===== src/rtl/fpgifa_pkg.sv =====
// Types and default frame geometry shared by the recover, dither and capture stages.
package fpgifa_pkg;

    typedef enum logic [1:0] {
        StIdle,
        StArmed,
        StCapture,
        StDrain
    } cap_state_e;

    localparam int unsigned DefaultHPixels = 320;
    localparam int unsigned DefaultVPixels = 240;

endpackage


===== src/rtl/byte_fifo.sv =====
// First-word-fall-through FIFO of {last, byte} entries with synchronous flush.
module byte_fifo #(
    parameter int unsigned DEPTH = 16
) (
    input  logic       clk,
    input  logic       rst_n,
    input  logic       flush,
    input  logic       push,
    input  logic [8:0] wdata,
    input  logic       pop,
    output logic [8:0] rdata,
    output logic       full,
    output logic       empty
);

    localparam int unsigned AddrW = $clog2(DEPTH);

    logic [8:0]     mem_q [DEPTH];
    logic [AddrW:0] wr_ptr_q, rd_ptr_q;
    logic           do_push, do_pop;

    assign empty   = (wr_ptr_q == rd_ptr_q);
    assign full    = (wr_ptr_q[AddrW] != rd_ptr_q[AddrW]) &&
                     (wr_ptr_q[AddrW-1:0] == rd_ptr_q[AddrW-1:0]);
    assign do_pop  = pop && !empty;
    // A pop in the same cycle frees the slot the push lands in.
    assign do_push = push && (!full || do_pop);

    always_ff @(posedge clk or negedge rst_n) begin
        if (!rst_n) begin
            wr_ptr_q <= '0;
            rd_ptr_q <= '0;
        end else if (flush) begin
            wr_ptr_q <= '0;
            rd_ptr_q <= '0;
        end else begin
            if (do_push) wr_ptr_q <= wr_ptr_q + (AddrW+1)'(1);
            if (do_pop)  rd_ptr_q <= rd_ptr_q + (AddrW+1)'(1);
        end
    end

    always_ff @(posedge clk) begin
        if (do_push && !flush) mem_q[wr_ptr_q[AddrW-1:0]] <= wdata;
    end

    assign rdata = mem_q[rd_ptr_q[AddrW-1:0]];

endmodule


===== src/rtl/frame_byte_packer.sv =====
// Captures one dithered 1-bit frame on request and streams it out packed 8 pixels per byte.
module frame_byte_packer
    import fpgifa_pkg::*;
#(
    parameter int unsigned H_PIXELS   = DefaultHPixels,
    parameter int unsigned V_PIXELS   = DefaultVPixels,
    parameter int unsigned FIFO_DEPTH = 16
) (
    input  logic        clk_in,
    input  logic        rst_in,
    input  logic        capture_in,
    input  logic        pixel_in,
    input  logic [10:0] hcount_in,
    input  logic [9:0]  vcount_in,
    input  logic        valid_in,
    output logic [7:0]  byte_out,
    output logic        byte_valid_out,
    input  logic        byte_ready_in,
    output logic        byte_last_out,
    output logic        busy_out,
    output logic        done_out,
    output logic        error_out
);

    localparam int unsigned FrameBytes = H_PIXELS * V_PIXELS / 8;
    localparam int unsigned ByteCntW   = $clog2(FrameBytes);

    logic [1:0]          rst_sync_q;
    logic                rst_n;
    cap_state_e          state_q, state_d;
    logic [10:0]         h_exp_q, h_exp_d;
    logic [9:0]          v_exp_q, v_exp_d;
    logic [2:0]          bit_cnt_q, bit_cnt_d;
    logic [6:0]          shift_q, shift_d;
    logic [ByteCntW-1:0] byte_cnt_q, byte_cnt_d;
    logic                error_q, error_d, done_q, done_d;
    logic                fifo_push, fifo_pop, fifo_flush, fifo_full, fifo_empty;
    logic [8:0]          fifo_wdata, fifo_rdata;
    logic                pix_in_range, coord_match, last_byte, fault;

    // Assert asynchronously, release on the clock.
    always_ff @(posedge clk_in or negedge rst_in) begin
        if (!rst_in) rst_sync_q <= 2'b00;
        else         rst_sync_q <= {rst_sync_q[0], 1'b1};
    end
    assign rst_n = rst_sync_q[1];

    assign pix_in_range = valid_in && (hcount_in < 11'(H_PIXELS)) && (vcount_in < 10'(V_PIXELS));
    assign coord_match  = (hcount_in == h_exp_q) && (vcount_in == v_exp_q);
    assign last_byte    = (byte_cnt_q == ByteCntW'(FrameBytes - 1));
    assign fifo_wdata   = {last_byte, shift_q, pixel_in};

    always_comb begin
        state_d    = state_q;
        h_exp_d    = h_exp_q;
        v_exp_d    = v_exp_q;
        bit_cnt_d  = bit_cnt_q;
        shift_d    = shift_q;
        byte_cnt_d = byte_cnt_q;
        error_d    = error_q;
        done_d     = 1'b0;
        fifo_push  = 1'b0;
        fault      = 1'b0;
        unique case (state_q)
            StIdle: begin
                h_exp_d    = '0;
                v_exp_d    = '0;
                bit_cnt_d  = '0;
                shift_d    = '0;
                byte_cnt_d = '0;
                if (capture_in) begin
                    state_d = StArmed;
                    error_d = 1'b0;
                end
            end
            // Expected coords sit at (0,0) while armed, so the same match starts the frame.
            StArmed, StCapture: begin
                if (pix_in_range && coord_match) begin
                    state_d   = StCapture;
                    shift_d   = {shift_q[5:0], pixel_in};
                    bit_cnt_d = bit_cnt_q + 3'd1;
                    if (h_exp_q == 11'(H_PIXELS - 1)) begin
                        h_exp_d = '0;
                        v_exp_d = v_exp_q + 10'd1;
                    end else begin
                        h_exp_d = h_exp_q + 11'd1;
                    end
                    if (bit_cnt_q == 3'd7) begin
                        if (fifo_full && !fifo_pop) begin
                            fault = 1'b1;
                        end else begin
                            fifo_push  = 1'b1;
                            byte_cnt_d = byte_cnt_q + ByteCntW'(1);
                            if (last_byte) state_d = StDrain;
                        end
                    end
                end else if (pix_in_range && state_q == StCapture) begin
                    fault = 1'b1;
                end
            end
            StDrain: begin
                if (fifo_pop && fifo_rdata[8]) begin
                    state_d = StIdle;
                    done_d  = 1'b1;
                end
            end
            default: state_d = StIdle;
        endcase
        if (fault) begin
            state_d    = StIdle;
            error_d    = 1'b1;
            fifo_push  = 1'b0;
            h_exp_d    = '0;
            v_exp_d    = '0;
            bit_cnt_d  = '0;
            shift_d    = '0;
            byte_cnt_d = '0;
        end
        fifo_flush = fault;
    end

    always_ff @(posedge clk_in or negedge rst_n) begin
        if (!rst_n) begin
            state_q    <= StIdle;
            h_exp_q    <= '0;
            v_exp_q    <= '0;
            bit_cnt_q  <= '0;
            shift_q    <= '0;
            byte_cnt_q <= '0;
            error_q    <= 1'b0;
            done_q     <= 1'b0;
        end else begin
            state_q    <= state_d;
            h_exp_q    <= h_exp_d;
            v_exp_q    <= v_exp_d;
            bit_cnt_q  <= bit_cnt_d;
            shift_q    <= shift_d;
            byte_cnt_q <= byte_cnt_d;
            error_q    <= error_d;
            done_q     <= done_d;
        end
    end

    byte_fifo #(
        .DEPTH(FIFO_DEPTH)
    ) u_byte_fifo (
        .clk  (clk_in),
        .rst_n(rst_n),
        .flush(fifo_flush),
        .push (fifo_push),
        .wdata(fifo_wdata),
        .pop  (fifo_pop),
        .rdata(fifo_rdata),
        .full (fifo_full),
        .empty(fifo_empty)
    );

    assign byte_valid_out = !fifo_empty;
    assign fifo_pop       = byte_valid_out && byte_ready_in;
    assign byte_out       = byte_valid_out ? fifo_rdata[7:0] : 8'h00;
    assign byte_last_out  = byte_valid_out && fifo_rdata[8];
    assign busy_out       = (state_q != StIdle);
    assign done_out       = done_q;
    assign error_out      = error_q;

endmodule


===== config.mk =====
export PLATFORM = sky130hd
export DESIGN_NAME = frame_byte_packer
export DESIGN_NICKNAME = d
export VERILOG_FILES = /design/src/rtl/fpgifa_pkg.sv /design/src/rtl/byte_fifo.sv /design/src/rtl/frame_byte_packer.sv
export SDC_FILE = /design/constraint.sdc
export NUM_CORES = 1
export LEC_CHECK = 0
export BUFFER_PORTS_ARGS = -buffer_cell sky130_fd_sc_hd__buf_2
export CELL_PAD_IN_SITES_DETAIL_PLACEMENT = 1
export CELL_PAD_IN_SITES_GLOBAL_PLACEMENT = 1
export CORE_AREA = 2 2 110 191
export DETAILED_ROUTE_END_ITERATION = 6
export DIE_AREA = 0 0 112 193
export PLACE_DENSITY = 0.69
export SETUP_SLACK_MARGIN = 0.1
export SLEW_MARGIN = 10
export SYNTH_ARGS = -nofsm -noshare
export SYNTH_HDL_FRONTEND = slang
export SYNTH_HIERARCHICAL = 1
export SYNTH_SLANG_ARGS = --single-unit

===== constraint.sdc =====
create_clock -name clk_in -period 3 [get_ports clk_in]
set_clock_uncertainty 0.15 [all_clocks]
set_input_delay 0.45 -clock clk_in [delete_from_list [all_inputs] [get_ports clk_in]]
set_output_delay 0.45 -clock clk_in [all_outputs]
set_load 0.05 [all_outputs]

==> implementation parameters <==
Parameter                              Value

Outcome
  Run status ... finished, violations left
  Violated checks ... setup timing

Timing
  Final-layout worst hold slack ... 0.1391 ns
  Highest clock rate ... 312.7 MHz
  Slew of the pin with the lowest slew margin ... 0.8674 ns
  Setup repair after global routing missed its margin ... yes
  Final count of negative-setup-slack endpoints ... 110
  Final hold violation count ... 0
  Number of max-slew violations in the final report ... 0
  Tightest slew margin relative to the limit ... 41.64%
  Period Utilization, post-route ... 106.6%
  Shortest clock period the worst path allows after layout ... 3.198 ns
  Final setup slack of the worst path ... -0.1984 ns

Synthesis
  Fraction of post-synthesis cell area in the top cell type by area ... 45.77%
  Count of distinct cell types in the synthesized netlist ... 68
  FFs w/ async S/R, synth ... 29.76%
  Mapped Cells ... 653
  Number of warnings printed during yosys synthesis ... 6
  Count of flip-flops with a built-in enable after synthesis ... 144
  Cell Area, Synth ... 0.009447 mm2
  Area leader, netlist ... edfxtp_1
  Synth Register Bits ... 205
  Leading post-synthesis cells by instance count ... edfxtp_1 (144), dfrtp_1 (61), nand2_1 (40)
  Ys flop type ... edfxtp_1
  Post-synthesis area per instance ... 14.47 um2
  Cell types with the largest area share after synthesis ... edfxtp_1 (46%), dfrtp_1 (16%), mux4_2 (8.8%)
  Leading cell type by number of instances after synthesis ... edfxtp_1
  Mapped Nets ... 693
  Proportion of synthesized chip area in sequential cells ... 61.93%

Route
  DRC violation count after routing ... 0
  Post-DRT Antenna Nets ... 0
  Number of optimization iterations in the first detailed-route pass ... 6
  Vias post-DR ... 6339
  Drt initial violations ... 258
  Routed WL ... 27.78 mm
  Mean number of vias per cell ... 6.003
  Routed wire per std cell ... 26.30 um

Power and ir drop
  Power per cell area ... 789.7 mW/mm2
  IR drop worst, VDD ... 0.8248 mV
  Leakage ... 4.536 nW

Critical path
  Worst setup path start ... u_byte_fifo/rd_ptr_q[0]
  Endpoint of the most critical register-to-register path ... u_byte_fifo/mem_q[0][2]
  Critical register-to-register path startpoint ... u_byte_fifo/rd_ptr_q[0]
  CP startpoint kind ... flip-flop
  R2R depth ... 15
  Worst Setup End Kind ... primary output
  Critical-path maximum fanout ... 7
  Critical path cell sequence ... buf_12, buf_12, mux4_2, mux4_2, nor2b_4, buf_8
  Flop2flop setup slack ... -0.11 ns
  Arrival @ worst endpoint ... 2.60 ns
  Req. time, crit path ... 2.40 ns
  Crit-path slowest cell ... mux4_2
  Critical path start-end classification ... reg -> out
  Slowest Stage Delay on Critical Path ... 0.58 ns

Cells and area
  Synthesis-to-layout area growth ... 27.60%
  Post-layout instance area ... 0.01205 mm2
  Number of nets in the finished design ... 836
  Antenna cells ... 0
  Fraction of final layout cells sized beyond drive strength 1 ... 36.63%

Global route
  Global-route congestion overflow total ... 0
  Pin count of the biggest net entering global routing ... 60
  Initial antenna violation count ... 0
  Global-route wire length before repair ... 40.44 mm
  Vias in the first global route ... 6933
  GRT Total Usage ... 24.97%

Die
  Ports placed on the boundary ... 40
  Horizontal die dimension ... 112 um
  Initial standard-cell utilization of the core ... 46.76%
  Die area ... 0.02162 mm2
  Die span in y ... 193 um
  Row Count ... 69
  Placeable Area ... 0.02020 mm2

CTS
  CTS sink cnt ... 205
  Number of buffers on the longest clock path ... 3
  Clock-pin slew on the worst setup and hold paths ... 0.06 ns
  CTS tree ... built
  Number of H-tree branching levels ... 1
  Clk Latency, worst-skew pair ... 0.49 ns
  Clock buffer count from CTS ... 19
  Cell chosen for the clock root ... clkbuf_16

Place
  IO Port Bufs ... 39
  Final RePlAce weighted congestion ... 0.8711
  Cell area reported after detailed placement ... 0.01065 mm2
  Minimum setup slack after placement ... -0.2288 ns
  Hpwl dp ... 19.11 mm

Min path
  Class of the tightest hold or removal check ... in -> async

Job
  Number of maximum-capacitance violations ... 0
## how the worst max path moves through the flow
| stage | to | cells past startpoint | slack (ns) |
|---|---|---|---|
| 4_1_cts | byte_out[4] | 6 | -0.21 |
| 5_1_grt | byte_last_out | 6 | -0.24 |
| 3_3_place_gp | u_byte_fifo/mem_q[6][0] | 12 | -0.13 |
| 6_report | byte_last_out | 6 | -0.20 |
| 3_5_place_dp | u_byte_fifo/mem_q[13][5] | 12 | -0.23 |
| 2_1_floorplan | u_byte_fifo/mem_q[0][0] | 10 | -0.04 |
## per-layer routing
metal  vias up  global-route usage [%]  part of all wire (%)
met3        83                   2.563                   2.9
li1       2823                       -                     -
met4         0                   14.17                   6.4
met2       168                   50.51                    59
met5         -                       0                     0
met1      3265                   24.11                    32
## critical path: cells and delay by family (launching register included)
| kind | cells | cell delay (ns) |
|---|---|---|
| AND/OR/NAND/NOR | 1 | 0.16 |
| multiplexers | 2 | 1.08 |
| flip-flops | 1 | 0.38 |
| buffers and inverters | 3 | 0.48 |
## where the power goes
part	switching [W]	leakage (nW)	internal [W]
Combinational	0.00198	2.08	0.00163
Clock	0.00105	0.291	0.00134
Sequential	0.000265	2.16	0.00326
## per-stage QoR
| step | total power [W] | util, % | setup TNS [ns] | instances |
|---|---|---|---|---|
| 5_1_grt | 0.009842 | 59.67 | -19.21 | 1056 |
| 4_1_cts | 0.009358 | 56.88 | -19.50 | 1035 |
| 3_3_place_gp | 0.006378 | 52.72 | -11.67 | 994 |
| 3_5_place_dp | 0.006503 | 52.72 | -23.46 | 994 |
| 2_1_floorplan | 0.005474 | - | -2.129 | 653 |
| 6_report | 0.009519 | 59.67 | -4.713 | 1056 |
## registers in the layout (all words and copies together), names as in the netlist, 2 cells and up
name / cells
u_byte_fifo/rd_ptr_q: 5
v_exp_q: 10
state_q: 2
h_exp_q: 11
bit_cnt_q: 3
rst_sync_q: 2
u_byte_fifo/wr_ptr_q: 5
u_byte_fifo/mem_q: 144
byte_cnt_q: 14
shift_q: 7
## what timing repair did
item                                    4_1_cts  5_1_grt
pin swaps                                     3       27
hold buffers                                  1        0
cloned                                        4        7
setup buffers                                 3       14
endpoints found under the setup margin      166      199
resized for setup                            41       82
endpoints found under the hold margin         2        0
## cells in the final DEF, fill, tap and decap left out, drive strengths merged, types with 3 or more instances in the layout
cell type / netlist / routed
clkinv: 0 / 4
nand2b: 6 / 6
a21boi: 3 / 3
nor4: 9 / 9
mux2i: 4 / 4
edfxtp: 144 / 144
dfrtp: 61 / 61
inv: 20 / 21
ha: 13 / 13
nor2: 39 / 39
o211ai: 7 / 7
xor2: 22 / 22
nor2b: 12 / 12
a211oi: 5 / 5
a32oi: 6 / 6
a31oi: 6 / 6
nor3: 11 / 11
a21oi: 15 / 15
clkinvlp: 0 / 3
or3: 4 / 4
a2bb2oi: 5 / 5
clkbuf: 17 / 26
xnor2: 10 / 10
a41oi: 3 / 3
o2bb2ai: 8 / 8
mux4: 45 / 45
nand3: 29 / 29
o21ai: 28 / 28
or2: 4 / 4
nand2: 40 / 40
nand4: 14 / 14
and4: 4 / 4
and2: 7 / 7
buf: 16 / 152
and3: 7 / 7
## cells by family (layout without fill, tap and decap cells)
kind of cell | Yosys count | count (layout) | share of synthesized area (%)
xor gates and xnor gates | 32 | 32 | 3.046
buffers and inverters | 53 | 208 | 2.808
AOI/OAI and AO/OA | 106 | 106 | 7.762
other | 1 | 1 | 0.03970
and+or+nand+nor | 193 | 193 | 11.10
DFF | 205 | 205 | 61.93
adders and majority gates | 13 | 13 | 1.722
muxes | 50 | 50 | 11.59
## cell type report
class,count,area [um2]
clock inverters,9,87.58
fillers,1968,8148
multi-input cells,395,3712
inverters,20,75.07
repair buffers,155,1490
flip-flops and latches,205,5854
well taps,248,310.3
clock buffers,24,524.3
No activity file was read; power rests on OpenSTA's default activity.
